$ cat config.mk
export PLATFORM = sky130hd
export DESIGN_NAME = sd_buf_streamer_flat
export DESIGN_NICKNAME = d
export VERILOG_FILES = /design/src/rtl/sd_buf_streamer_if.sv /design/src/rtl/sd_buf_streamer.sv /design/src/flat_wrapper.sv
export SDC_FILE = /design/constraint.sdc
export NUM_CORES = 1
export LEC_CHECK = 0
export BUFFER_PORTS_ARGS = -buffer_cell sky130_fd_sc_hd__buf_2
export CORE_MARGIN = 4
export CORE_UTILIZATION = 52
export DETAILED_ROUTE_END_ITERATION = 8
export GPL_ROUTABILITY_DRIVEN = 0
export MAX_ROUTING_LAYER = met4
export PLACE_DENSITY = 0.76
export SLEW_MARGIN = 15
export SYNTH_ARGS = -nofsm -noshare
export SYNTH_HDL_FRONTEND = slang
export SYNTH_SLANG_ARGS = --single-unit
$ cat constraint.sdc
create_clock -name clk_sys -period 3 [get_ports clk_sys]
set_input_delay 0.15 -clock clk_sys [delete_from_list [all_inputs] [get_ports clk_sys]]
set_output_delay 0.15 -clock clk_sys [all_outputs]
set_load 0.02 [all_outputs]
$ cat src/rtl/sd_buf_streamer_if.sv
// Bus bundle for sd_buf_streamer: command channel, fill/drain byte streams, RAM port and status.
// slave is the streamer's view, master is the host/RAM side.
interface sd_buf_streamer_if #(
  parameter int unsigned BUF_BITS   = 1,
  parameter int unsigned ADDR_WIDTH = 9 + BUF_BITS
);
  logic                  cmd_valid;
  logic                  cmd_ready;
  logic                  cmd_dir;
  logic [BUF_BITS-1:0]   cmd_buf;
  logic                  s_valid;
  logic                  s_ready;
  logic [7:0]            s_data;
  logic                  m_valid;
  logic                  m_ready;
  logic [7:0]            m_data;
  logic [ADDR_WIDTH-1:0] ram_address;
  logic [7:0]            ram_data;
  logic                  ram_wren;
  logic [7:0]            ram_q;
  logic                  busy;
  logic                  done;
  logic [15:0]           csum;

  modport slave (
    input  cmd_valid, cmd_dir, cmd_buf, s_valid, s_data, m_ready, ram_q,
    output cmd_ready, s_ready, m_valid, m_data, ram_address, ram_data, ram_wren, busy, done,
           csum
  );

  modport master (
    output cmd_valid, cmd_dir, cmd_buf, s_valid, s_data, m_ready, ram_q,
    input  cmd_ready, s_ready, m_valid, m_data, ram_address, ram_data, ram_wren, busy, done,
           csum
  );
endinterface

$ cat src/rtl/sd_buf_streamer.sv
// Moves one 512-byte sector between a byte stream and a sector buffer in RAM (fill or drain).
// Define SD_BUF_STREAMER_CSUM_EN to enable the running 16-bit byte checksum on csum.
module sd_buf_streamer #(
  parameter int unsigned BUF_BITS   = 1,
  parameter int unsigned ADDR_WIDTH = 9 + BUF_BITS
) (
  input  logic               clk_sys,
  input  logic               reset_n,
  sd_buf_streamer_if.slave   bus
);

  typedef enum logic [1:0] {StIdle, StFill, StDrain, StDone} state_e;

  state_e                state_q, state_d;
  logic [BUF_BITS-1:0]   sel_q, sel_d;
  logic [8:0]            ptr_q, ptr_d;
  logic                  rd_done_q, rd_done_d;
  logic                  inflight_q;
  logic [1:0]            cnt_q, cnt_d;
  logic [7:0]            f0_q, f0_d, f1_q, f1_d;
  logic [ADDR_WIDTH-1:0] addr_q;
  logic [7:0]            wdata_q;

  logic                  accept, wr, rd, pop, push;
  logic [1:0]            occ;
  logic [ADDR_WIDTH-1:0] cur_addr;
  logic [7:0]            m_data;

  assign cur_addr = ADDR_WIDTH'({sel_q, ptr_q});
  // Occupancy counts the byte still in the RAM read pipe so the 2-entry FIFO never overflows.
  assign occ      = cnt_q + {1'b0, inflight_q};

  always_comb begin
    state_d   = state_q;
    sel_d     = sel_q;
    ptr_d     = ptr_q;
    rd_done_d = rd_done_q;
    accept    = 1'b0;
    wr        = 1'b0;
    rd        = 1'b0;
    pop       = 1'b0;
    unique case (state_q)
      StIdle: begin
        if (bus.cmd_valid) begin
          accept    = 1'b1;
          sel_d     = bus.cmd_buf;
          ptr_d     = '0;
          rd_done_d = 1'b0;
          state_d   = bus.cmd_dir ? StDrain : StFill;
        end
      end
      StFill: begin
        if (bus.s_valid) begin
          wr    = 1'b1;
          ptr_d = ptr_q + 9'd1;
          if (ptr_q == 9'd511) state_d = StDone;
        end
      end
      StDrain: begin
        rd = !rd_done_q && (occ < 2'd2);
        if (rd) begin
          ptr_d = ptr_q + 9'd1;
          if (ptr_q == 9'd511) rd_done_d = 1'b1;
        end
        pop = ((cnt_q != 2'd0) || inflight_q) && bus.m_ready;
        if (pop && rd_done_q && (occ == 2'd1)) state_d = StDone;
      end
      StDone: state_d = StIdle;
      default: state_d = StIdle;
    endcase
  end

  // Arriving RAM data bypasses an empty FIFO, so it is only stored if not consumed at once.
  assign push = inflight_q && !((cnt_q == 2'd0) && pop);

  always_comb begin
    f0_d  = f0_q;
    f1_d  = f1_q;
    cnt_d = cnt_q;
    if (pop && (cnt_q != 2'd0)) begin
      f0_d  = f1_q;
      cnt_d = cnt_q - 2'd1;
    end
    if (push) begin
      if (cnt_d == 2'd0) f0_d = bus.ram_q;
      else               f1_d = bus.ram_q;
      cnt_d = cnt_d + 2'd1;
    end
  end

  always_ff @(posedge clk_sys or negedge reset_n) begin
    if (!reset_n) begin
      state_q    <= StIdle;
      sel_q      <= '0;
      ptr_q      <= '0;
      rd_done_q  <= 1'b0;
      inflight_q <= 1'b0;
      cnt_q      <= '0;
      f0_q       <= '0;
      f1_q       <= '0;
      addr_q     <= '0;
      wdata_q    <= '0;
    end else begin
      state_q    <= state_d;
      sel_q      <= sel_d;
      ptr_q      <= ptr_d;
      rd_done_q  <= rd_done_d;
      inflight_q <= rd;
      cnt_q      <= cnt_d;
      f0_q       <= f0_d;
      f1_q       <= f1_d;
      if (wr || rd) addr_q  <= cur_addr;
      if (wr)       wdata_q <= bus.s_data;
    end
  end

  assign m_data          = (cnt_q != 2'd0) ? f0_q : bus.ram_q;
  assign bus.m_data      = m_data;
  assign bus.m_valid     = (state_q == StDrain) && ((cnt_q != 2'd0) || inflight_q);
  assign bus.s_ready     = (state_q == StFill);
  assign bus.cmd_ready   = (state_q == StIdle);
  assign bus.busy        = (state_q != StIdle);
  assign bus.done        = (state_q == StDone);
  assign bus.ram_wren    = wr;
  assign bus.ram_data    = wr ? bus.s_data : wdata_q;
  assign bus.ram_address = (wr || rd) ? cur_addr : addr_q;

`ifdef SD_BUF_STREAMER_CSUM_EN
  logic [15:0] csum_q;

  always_ff @(posedge clk_sys or negedge reset_n) begin
    if (!reset_n) begin
      csum_q <= '0;
    end else if (accept) begin
      csum_q <= '0;
    end else if (wr) begin
      csum_q <= csum_q + {8'h00, bus.s_data};
    end else if (pop) begin
      csum_q <= csum_q + {8'h00, m_data};
    end
  end

  assign bus.csum = csum_q;
`else
  assign bus.csum = 16'h0000;
`endif

endmodule

$ cat src/flat_wrapper.sv
// flat-port wrapper written by rule: the top's interface ports become plain ports
module sd_buf_streamer_flat 
#(
  parameter int unsigned BUF_BITS   = 1,
  parameter int unsigned ADDR_WIDTH = 9 + BUF_BITS
)
  (clk_sys, reset_n, bus_cmd_valid, bus_cmd_dir, bus_cmd_buf, bus_s_valid, bus_s_data, bus_m_ready, bus_ram_q, bus_cmd_ready, bus_s_ready, bus_m_valid, bus_m_data, bus_ram_address, bus_ram_data, bus_ram_wren, bus_busy, bus_done, bus_csum);
  sd_buf_streamer_if #(.BUF_BITS(BUF_BITS), .ADDR_WIDTH(ADDR_WIDTH)) bus_i ();
  input  logic clk_sys;
  input  logic reset_n;
  input wire logic [$bits(bus_i.cmd_valid)-1:0] bus_cmd_valid;
  input wire logic [$bits(bus_i.cmd_dir)-1:0] bus_cmd_dir;
  input wire logic [$bits(bus_i.cmd_buf)-1:0] bus_cmd_buf;
  input wire logic [$bits(bus_i.s_valid)-1:0] bus_s_valid;
  input wire logic [$bits(bus_i.s_data)-1:0] bus_s_data;
  input wire logic [$bits(bus_i.m_ready)-1:0] bus_m_ready;
  input wire logic [$bits(bus_i.ram_q)-1:0] bus_ram_q;
  output wire logic [$bits(bus_i.cmd_ready)-1:0] bus_cmd_ready;
  output wire logic [$bits(bus_i.s_ready)-1:0] bus_s_ready;
  output wire logic [$bits(bus_i.m_valid)-1:0] bus_m_valid;
  output wire logic [$bits(bus_i.m_data)-1:0] bus_m_data;
  output wire logic [$bits(bus_i.ram_address)-1:0] bus_ram_address;
  output wire logic [$bits(bus_i.ram_data)-1:0] bus_ram_data;
  output wire logic [$bits(bus_i.ram_wren)-1:0] bus_ram_wren;
  output wire logic [$bits(bus_i.busy)-1:0] bus_busy;
  output wire logic [$bits(bus_i.done)-1:0] bus_done;
  output wire logic [$bits(bus_i.csum)-1:0] bus_csum;
  assign bus_i.cmd_valid = bus_cmd_valid;
  assign bus_i.cmd_dir = bus_cmd_dir;
  assign bus_i.cmd_buf = bus_cmd_buf;
  assign bus_i.s_valid = bus_s_valid;
  assign bus_i.s_data = bus_s_data;
  assign bus_i.m_ready = bus_m_ready;
  assign bus_i.ram_q = bus_ram_q;
  assign bus_cmd_ready = bus_i.cmd_ready;
  assign bus_s_ready = bus_i.s_ready;
  assign bus_m_valid = bus_i.m_valid;
  assign bus_m_data = bus_i.m_data;
  assign bus_ram_address = bus_i.ram_address;
  assign bus_ram_data = bus_i.ram_data;
  assign bus_ram_wren = bus_i.ram_wren;
  assign bus_busy = bus_i.busy;
  assign bus_done = bus_i.done;
  assign bus_csum = bus_i.csum;
  sd_buf_streamer #(.BUF_BITS(BUF_BITS), .ADDR_WIDTH(ADDR_WIDTH)) u_core (.clk_sys(clk_sys), .reset_n(reset_n), .bus(bus_i));
endmodule
==> metrics <==
FMAX=around 400 MHz; Leak Pwr=0.00150 uW; antenna viol nets, final=0; Worst R2R Setup Slack=roughly 0.57 ns; setup tns final=0 ns; area of the multi-input gates=1210 sq um; worst setup path endpoint=bus_ram_address[1]; cell with the most instances after synthesis=dfrtp_1; layout cells sized above 1=0.238; worst rel slew slack=0.594; Req. time, crit path=~2.9 ns; top_reg_cell synth=dfrtp_1; row cnt=25; skew final=between 0.005 and 0.006 ns; Worst Hold Class=in -> reg; GRT busiest layer=met2; final layout net count=325; Syn Area/Cell=about 11 sq um; post-synthesis register bit count=50; CTS resizes=0; CTS tree=built; RSZ-0062 raised after global routing=no; first-pass GRT wire length=about 8200 um; vias in the first global route=1836; synth cell count leaders=dfrtp_1, mux2_1, nand2_1; GRT Resource Usage Total=0.168; Initial Utilization=0.546; initial DRC count=between 80 and 90; Worst Setup Path Type=reg -> out; IO Count=about 70; EDFF count, synth=0; reg2reg end=u_core.f1_q[7]; Least-Margin Pin Slew=0.609 ns; Mapped Cells=around 240; Synth async-reset ratio=1.00; Worst IR Drop VDD=~0.00054 V; H-tree depth=2; final setup fails=0; clk sinks=50; Root Buffer=clkbuf_8; Placeable Area=roughly 4800 sq um; clock latency on the worst-skew pair=around 0.29 ns; DRT Pass-1 Iters=4; antenna violations before repair=0; maximum clock path buffer count=2; drc violations=0; fin crit period=2.48 ns; Slew Viols, Final=0; register area share after synthesis=0.479; Ys Warns=0; status=finished clean; total gr overflow=0; Critical path origin=u_core.state_q[1]; area grow syn2layout=14.1%; largest net degree at the start of global routing=51; post-route clock period utilization=0.826; reg2reg start=u_core.state_q[0]; Cell Area, Synth=approximately 2600 sq um; Chip Height=78.9 um; Cell variety after synth=38; routed len/inst=between 10 and 15 um; power per cell area=a little over 1000 nW/um^2; maxcap violations=0; final hold violations=0; Routed WL=4800 um; synth top area cells=dfrtp_1, mux2_1, buf_4; fill count=about 420; crit start category=flop; dpl cells=about 350; Die W=78.9 um; fin cells=around 360; FF/Latch Area=approximately 1300 sq um; grt met1 use=0.194; Vias=1848; Yosys top cell by area=dfrtp_1; total CTS buffers=5; Die ar.=~6200 sq um; IO Port Bufs=54; Worst Reg2Reg Path Length in Cells=9; ant diodes=0; Worst EP arrival=between 2 and 2.5 ns; total power=3070 uW; Vias/cell=5.12; top cell type's share of synthesized area=0.479; DP HPWL=3540 um; met3 Usage GRT=0.0363; M2 GR Usage=0.292; CP Capture Type=output pin; Max FO, Critical Path=10; Clock Pin Slew Worst Setup and Hold Paths=approximately 0.080 ns
[routing by layer]
metal,part of all wire,vias up
met5,0,-
met1,0.44,893
li1,-,910
met4,0.013,0
met3,0.048,7
met2,0.50,38
[cell type report]
class | count | area share
multi-input cells | 168 | 0.407
repair buffers | 58 | 0.102
well taps | 67 | 0.0281
clock buffers | 7 | 0.0290
flip-flops and latches | 50 | 0.420
clock inverters | 1 | 0.00168
inverters | 10 | 0.0126
[metrics by stage]
step,area [sq um],hold slack [ns],setup slack [ns],utilization
global placement,2880,0.363,0.613,0.601
CTS,2970,0.0577,0.455,0.620
floorplan,2670,-0.146,0.555,-
finish,2980,0.0644,0.521,0.623
global route,2980,0.0642,0.292,0.623
detailed placement,2880,0.365,0.535,0.601
[registers in the layout, summed over array words and instances (netlist names)]
signal             count
u_core.sel_q           1
u_core.f1_q            8
u_core.rd_done_q       1
u_core.wdata_q         8
u_core.f0_q            8
u_core.addr_q         10
u_core.cnt_q           2
u_core.inflight_q      1
u_core.ptr_q           9
u_core.state_q         2
[cell families (layout without fill, tap and decap cells)]
logic type                 after synthesis  in the layout  synth area share
xor gates and xnor gates                 3              3            0.0101
muxes                                   40             40             0.170
other                                    1             16           0.00144
DFF                                     50             50             0.479
AOI/OAI and AO/OA                       39             39             0.107
and+or+nand+nor                         61             61             0.111
adders and majority gates                9              9            0.0431
buffers and inverters                   36             76            0.0785
[repair_timing]
| action | CTS | global route |
|---|---|---|
| buffers inserted | 0 | 0 |
| endpoints found under the hold margin | 0 | 50 |
| hold buffers | 0 | 1 |
[layout by cell type, fill, tap and decap left out]
master	count
and2_1	2
nand2_1	29
nor3b_2	1
nor3_1	2
o21ai_0	1
o311ai_2	1
nand3b_1	1
clkinv_1	1
a21oi_1	4
conb_1	16
dfrtp_1	50
a211oi_1	1
o21ai_1	6
nand3_1	6
buf_4	4
a211o_1	1
a31oi_1	9
clkbuf_1	1
dlygate4sd3_1	1
o21a_1	3
o31ai_1	10
ha_1	9
mux2_1	35
nor2_1	12
o22ai_1	1
nor2b_4	1
or2_1	1
xor2_1	1
clkinv_2	1
o41ai_2	2
or3_1	2
nand2b_1	1
mux2i_1	5
buf_2	53
inv_1	9
xnor2_1	2
nor2_4	1
nor2b_1	2
clkbuf_8	6
[power by group]
part | internal [uW] | total, uW | switching, uW
Clock | 186 | 392 | 206
Sequential | 928 | 1070 | 142
Combinational | 641 | 1610 | 970
Total | 1760 | 3070 | 1320
[worst max-delay path: stages, from the launching register on]
cell and delay (ns):
dfrtp_1 0.38, inv_1 0.08, ha_1 0.24, nand2_1 0.32
inv_1 0.15, nor2_4 0.32, mux2_1 0.38, buf_2 0.17
[how the worst min path moves through the flow]
stage                     start                to  slack (ns)  cells past startpoint
floorplan               reset_n  u_core.addr_q[0]       -0.15                      0
global placement    bus_cmd_buf      u_core.sel_q        0.36                      2
detailed placement  bus_cmd_buf      u_core.sel_q        0.37                      2
CTS                 bus_cmd_buf      u_core.sel_q        0.06                      2
global route        bus_cmd_buf      u_core.sel_q        0.06                      2
finish              bus_cmd_buf      u_core.sel_q        0.06                      2
(Power assumes the default switching activity.)
